**src/rtl/pooling_pkg.sv**
```systemverilog
// rtl/pooling_pkg.sv - shared state encoding and width/gap helpers for the pooling row scheduler
package pooling_pkg;

  typedef enum logic [1:0] {
    ST_IDLE  = 2'd0,
    ST_ISSUE = 2'd1,
    ST_WAIT  = 2'd2
  } pool_state_e;

  // Bits needed to hold values 0..n-1, never less than one bit.
  function automatic int clog2w(input int n);
    int w;
    w = 1;
    while ((1 << w) < n) w = w + 1;
    return w;
  endfunction

  // Cycles from one issue strobe to the next: one ISSUE plus kernel+3 WAIT cycles.
  function automatic int issue_gap(input int kernel_size);
    return kernel_size + 4;
  endfunction

endpackage

```
**src/rtl/pool_gap_timer.sv**
```systemverilog
// rtl/pool_gap_timer.sv - loadable down-counter timing the WAIT window between issues
module pool_gap_timer
  import pooling_pkg::*;
#(
  parameter int CW = 3
) (
  input  logic          clk,
  input  logic          rst_n,
  input  logic          start,
  input  logic          clear,
  input  logic [CW-1:0] load_val,
  output logic          done
);

  logic [CW-1:0] count_q;

  // Load on start, then count down to zero and hold; clear wins over everything.
  always_ff @(posedge clk or negedge rst_n) begin
    if (!rst_n) begin
      count_q <= '0;
    end else if (clear) begin
      count_q <= '0;
    end else if (start) begin
      count_q <= load_val;
    end else if (count_q != '0) begin
      count_q <= count_q - 1'b1;
    end
  end

  assign done = (count_q == '0);

endmodule

```
**src/rtl/pooling_row_scheduler.sv**
```systemverilog
// rtl/pooling_row_scheduler.sv - issues each accepted conv row once per feature map; POOL_SCHED_ACK_EN ends WAIT on pool_output_valid
module pooling_row_scheduler
  import pooling_pkg::*;
#(
  parameter int INPUT_SIZE    = 6,
  parameter int KERNEL_SIZE   = 2,
  parameter int TOTAL_FEATURE = 4,
  localparam int FW = clog2w(TOTAL_FEATURE),
  localparam int RW = clog2w(INPUT_SIZE)
) (
  input  logic          clk,
  input  logic          rst_n,
  input  logic          row_valid,
  output logic          row_ready,
  input  logic          frame_restart,
  output logic          input_valid,
  output logic [FW-1:0] feature_idx,
  output logic [RW-1:0] feature_row,
  output logic          busy,
  output logic          frame_done
`ifdef POOL_SCHED_ACK_EN
  ,
  input  logic          pool_output_valid
`endif
);

  pool_state_e state_q, state_d;
  logic        wait_done;
  logic        idx_last;
  logic        row_last;

  assign idx_last = (feature_idx == FW'(TOTAL_FEATURE - 1));
  assign row_last = (feature_row == RW'(INPUT_SIZE - 1));

`ifdef POOL_SCHED_ACK_EN
  // The pooling controller's compare-window completion closes the WAIT window.
  assign wait_done = pool_output_valid;
`else
  localparam int            GW       = clog2w(issue_gap(KERNEL_SIZE));
  localparam logic [GW-1:0] GAP_LOAD = GW'(issue_gap(KERNEL_SIZE) - 2);

  pool_gap_timer #(
    .CW(GW)
  ) u_gap_timer (
    .clk      (clk),
    .rst_n    (rst_n),
    .start    (state_q == ST_ISSUE),
    .clear    (frame_restart),
    .load_val (GAP_LOAD),
    .done     (wait_done)
  );
`endif

  // State register.
  always_ff @(posedge clk or negedge rst_n) begin
    if (!rst_n) begin
      state_q <= ST_IDLE;
    end else begin
      state_q <= state_d;
    end
  end

  // Next-state: restart dominates, row_valid only matters in IDLE.
  always_comb begin
    state_d = state_q;
    if (frame_restart) begin
      state_d = ST_IDLE;
    end else begin
      case (state_q)
        ST_IDLE:  if (row_valid) state_d = ST_ISSUE;
        ST_ISSUE: state_d = ST_WAIT;
        ST_WAIT:  if (wait_done) state_d = idx_last ? ST_IDLE : ST_ISSUE;
        default:  state_d = ST_IDLE;
      endcase
    end
  end

  // Outputs decoded purely from the current state.
  always_comb begin
    row_ready   = 1'b0;
    input_valid = 1'b0;
    busy        = 1'b1;
    case (state_q)
      ST_IDLE: begin
        row_ready = 1'b1;
        busy      = 1'b0;
      end
      ST_ISSUE: input_valid = 1'b1;
      default: ;
    endcase
  end

  // Feature/row indices advance only at window ends so they stay stable from ISSUE through WAIT.
  always_ff @(posedge clk or negedge rst_n) begin
    if (!rst_n) begin
      feature_idx <= '0;
      feature_row <= '0;
      frame_done  <= 1'b0;
    end else begin
      frame_done <= 1'b0;
      if (frame_restart) begin
        feature_idx <= '0;
        feature_row <= '0;
      end else begin
        case (state_q)
          ST_IDLE: if (row_valid) feature_idx <= '0;
          ST_WAIT: begin
            if (wait_done) begin
              if (!idx_last) begin
                feature_idx <= feature_idx + 1'b1;
              end else if (row_last) begin
                feature_row <= '0;
                frame_done  <= 1'b1;
              end else begin
                feature_row <= feature_row + 1'b1;
              end
            end
          end
          default: ;
        endcase
      end
    end
  end

endmodule

```
**config.mk**
```make
export PLATFORM = sky130hd
export DESIGN_NAME = pooling_row_scheduler
export DESIGN_NICKNAME = d
export VERILOG_FILES = /design/src/rtl/pooling_pkg.sv /design/src/rtl/pool_gap_timer.sv /design/src/rtl/pooling_row_scheduler.sv
export SDC_FILE = /design/constraint.sdc
export NUM_CORES = 1
export LEC_CHECK = 0
export BUFFER_PORTS_ARGS = -buffer_cell sky130_fd_sc_hd__buf_4
export CELL_PAD_IN_SITES_DETAIL_PLACEMENT = 1
export CELL_PAD_IN_SITES_GLOBAL_PLACEMENT = 2
export CORE_MARGIN = 10
export CORE_UTILIZATION = 34
export DETAILED_ROUTE_END_ITERATION = 8
export PLACE_DENSITY_LB_ADDON = 0.1
export SLEW_MARGIN = 20
export SYNTH_ARGS = -nofsm -noshare
export SYNTH_HDL_FRONTEND = slang
export SYNTH_HIERARCHICAL = 1
export SYNTH_SLANG_ARGS = --single-unit
```
**constraint.sdc**
```tcl
create_clock -name clk -period 3.25 [get_ports clk]
set_input_delay 0.325 -clock clk [delete_from_list [all_inputs] [get_ports clk]]
set_output_delay 0.325 -clock clk [all_outputs]
set_load 0.01 [all_outputs]
```
==> results.md <==
- Reg2reg end: feature_row[2]$_DFFE_PN0P_
- Fin. Hold Viols: 0
- Global-route wire length before repair: 2420 um
- Reg2reg path depth: 6
- Row cnt: 15
- Post-Synthesis Cells: 60
- Worst Setup End Kind: flop
- Setup slack, reg-to-reg: 1.60 ns
- Setup TNS: 0 ns
- Nets: 86
- Crit Path Class: reg -> reg
- Final worst-path cycle share: 50.8%
- Finished Layout Cells: 103
- Pin count of the biggest net entering global routing: 13
- Worst-path cell chain: inv_1 -> ha_1 -> ha_1 -> nand4b_2 -> o21ai_0 -> o41ai_2
- Cells after DPL: 98
- Starting Density: 35.8%
- Post-CTS Repair Setup Buffers: 0
- Vias in the first global route: 500
- Total global routing overflow: 0
- HP Start: frame_restart
- Initial antenna violation count: 0
- Setup ws final: 1.60 ns
- Overall power: 0.426 mW
- Max frequency: 606 MHz
- H-tree levels: 1
- Die span in y: 62.6 um
- RR Startpoint: u_gap_timer/count_q[0]$_DFFE_PN0P_
- Initial DRC count: 3
- Unique masters post-synth: 28
- CTS max path bufs: 2
- Minimum clock period: 1.65 ns
- Cell mode on critical path: ha_1
- Final setup violation count: 0
- TritonCTS Buffers: 3
- Clk_skew: 0.00146 ns
- PwrDens: 546 nW/um^2
- Vias after detailed routing: 481
- Clk slew on worst S/H paths: 0.08 ns
- Diodes inserted: 0
- CP peak stage delay: 0.41 ns
- Die area: 3920 sq um
- Pre-CTS WS: 1.59 ns
- Clock Latency Late Sink: 0.27 ns
- Min-delay worst type: in -> reg
- Vias per inst: 4.67
- Area of the core: 1730 sq um
- Cts hold-fix bufs: 1
- Synth warn: 6
- Status: complete, no violations
- Slowest CP cell: dfrtp_1
- Commonest non-fill, non-tap cells in the layout: buf_4 (12), dfrtp_1 (11), inv_1 (7)
- Hold EP: feature_idx[0]$_DFFE_PN0P_
- Final Wtd Congestion: 0.703
- DR pass1 iterations: 4
- Most common cell after layout, fill and taps aside: buf_4
- CP bufs+invs: 1
- Max_cap viols: 0
- Clock sink count: 11
- Total Routed Length: 1350 um
- Final ANT Viol Nets: 0
- Crit-path leading delay family: adder cells
- Synthesized area per cell: 10.3 sq um
- Resized Gates After CTS: 0
- I/O Buffers: 12
- Seq cells post-synth: 11
- Pins Over Slew Limit: 0
- Hpwl dp: 1030 um
- Root Driver: clkbuf_4
- Share of the synthesized area in the top cell type: 44.5%
- Worst Path Max Fanout: 9
- Boundary Pins: 13
- Share of cells above drive strength 1: 26.9%
- Avg WL per Cell: 13.1 um
- Area grow syn2layout: 26.1%
- CP startpoint kind: flop
- Hold Path Cell Cnt: 2
- IR drop worst, VDD: 0.238 mV
- Seq/Total Area, Yosys: 44.5%
- CTS tree: built
- Area leader, netlist: dfrtp_1
- WP data arrival: 1.81 ns
- Drt drc: 0
- Required @ worst endpoint: 3.41 ns
- Mapped Area: 618 sq um
- Largest cells by area after synthesis: dfrtp_1 (45%), ha_1 (6.1%), inv_1 (4.3%)
- Overall global routing resource usage: 7.52%
- Unrepaired setup endpoints after global routing: no
- Leakage: 0.379 nW
- Final design utilization: 45.1%
- Die extent in x: 62.6 um
==> layer usage <==
metal / vias up / wire length [um] / global-route usage, %
li1: 240 / - / -
met1: 229 / 596 / 9.14
met2: 10 / 656 / 11.4
met3: 2 / 68 / 2.87
met4: 0 / 25 / 3.35
met5: - / 0 / 0
==> state kept, by name, indices dropped and copies added, names as in the netlist <==
register             flops
frame_done               1
u_gap_timer/count_q      3
feature_row              3
state_q                  2
feature_idx              2
==> worst max-delay path by stage <==
stage          slack, ns  cells after the start                               start                          to
2_1_floorplan       1.78                      6  u_gap_timer/count_q[0]$_DFFE_PN0P_  feature_row[2]$_DFFE_PN0P_
3_3_place_gp        1.67                      6  u_gap_timer/count_q[0]$_DFFE_PN0P_  feature_row[2]$_DFFE_PN0P_
3_5_place_dp        1.59                      6  u_gap_timer/count_q[0]$_DFFE_PN0P_  feature_row[2]$_DFFE_PN0P_
4_1_cts             1.57                      6  u_gap_timer/count_q[0]$_DFFE_PN0P_  feature_row[2]$_DFFE_PN0P_
5_1_grt             1.41                      6  u_gap_timer/count_q[0]$_DFFE_PN0P_  feature_row[1]$_DFFE_PN0P_
6_report            1.60                      6  u_gap_timer/count_q[0]$_DFFE_PN0P_  feature_row[2]$_DFFE_PN0P_
==> layout make-up <==
class                           instances  area, sq um
Inverter                                7         26.3
Timing Repair Buffer                   13          100
Fill cell                             212          947
Clock buffer                            4         26.3
Sequential cell                        11          275
Tap cell                               25         31.3
Multi-Input combinational cell         43          320
==> Yosys cell counts, drive strengths merged <==
| library cell | instances |
|---|---|
| or2 | 4 |
| xor2 | 1 |
| nor2 | 3 |
| nand2 | 3 |
| nand4bb | 1 |
| mux2i | 1 |
| nand3 | 2 |
| nor4b | 1 |
| conb | 2 |
| nand2b | 1 |
| o21ai | 1 |
| or3 | 1 |
| a21oi | 4 |
| xnor2 | 1 |
| o22ai | 1 |
| inv | 7 |
| ha | 3 |
| or3b | 1 |
| o41ai | 1 |
| and2b | 2 |
| a311oi | 1 |
| nand4b | 2 |
| dfrtp | 11 |
| o32ai | 1 |
| nor2b | 4 |
==> report_power, final <==
part	internal [mW]	total (mW)	switching [mW]
clock	0.0476	0.0997	0.0521
sequential	0.156	0.171	0.0150
combinational	0.0751	0.155	0.0801
total	0.278	0.426	0.147
==> cells by family (layout without fill, tap and decap cells) <==
logic type / after synthesis / in the layout / synth area share, %
DFF: 11 / 11 / 44.5
AOI/OAI and AO/OA: 9 / 9 / 12.3
xor gates and xnor gates: 2 / 2 / 2.83
other: 2 / 3 / 1.22
buffers and inverters: 7 / 24 / 4.25
muxes: 1 / 1 / 1.62
and+or+nand+nor: 25 / 25 / 27.1
adders and majority gates: 3 / 3 / 6.07
==> stage by stage <==
stage,cell area [sq um],hold slack [ns]
6_report,779,0.290
5_1_grt,779,0.302
4_1_cts,779,0.285
3_5_place_dp,743,0.170
3_3_place_gp,743,0.173
2_1_floorplan,622,0.0294
No activity file was read; power rests on OpenSTA's default activity.
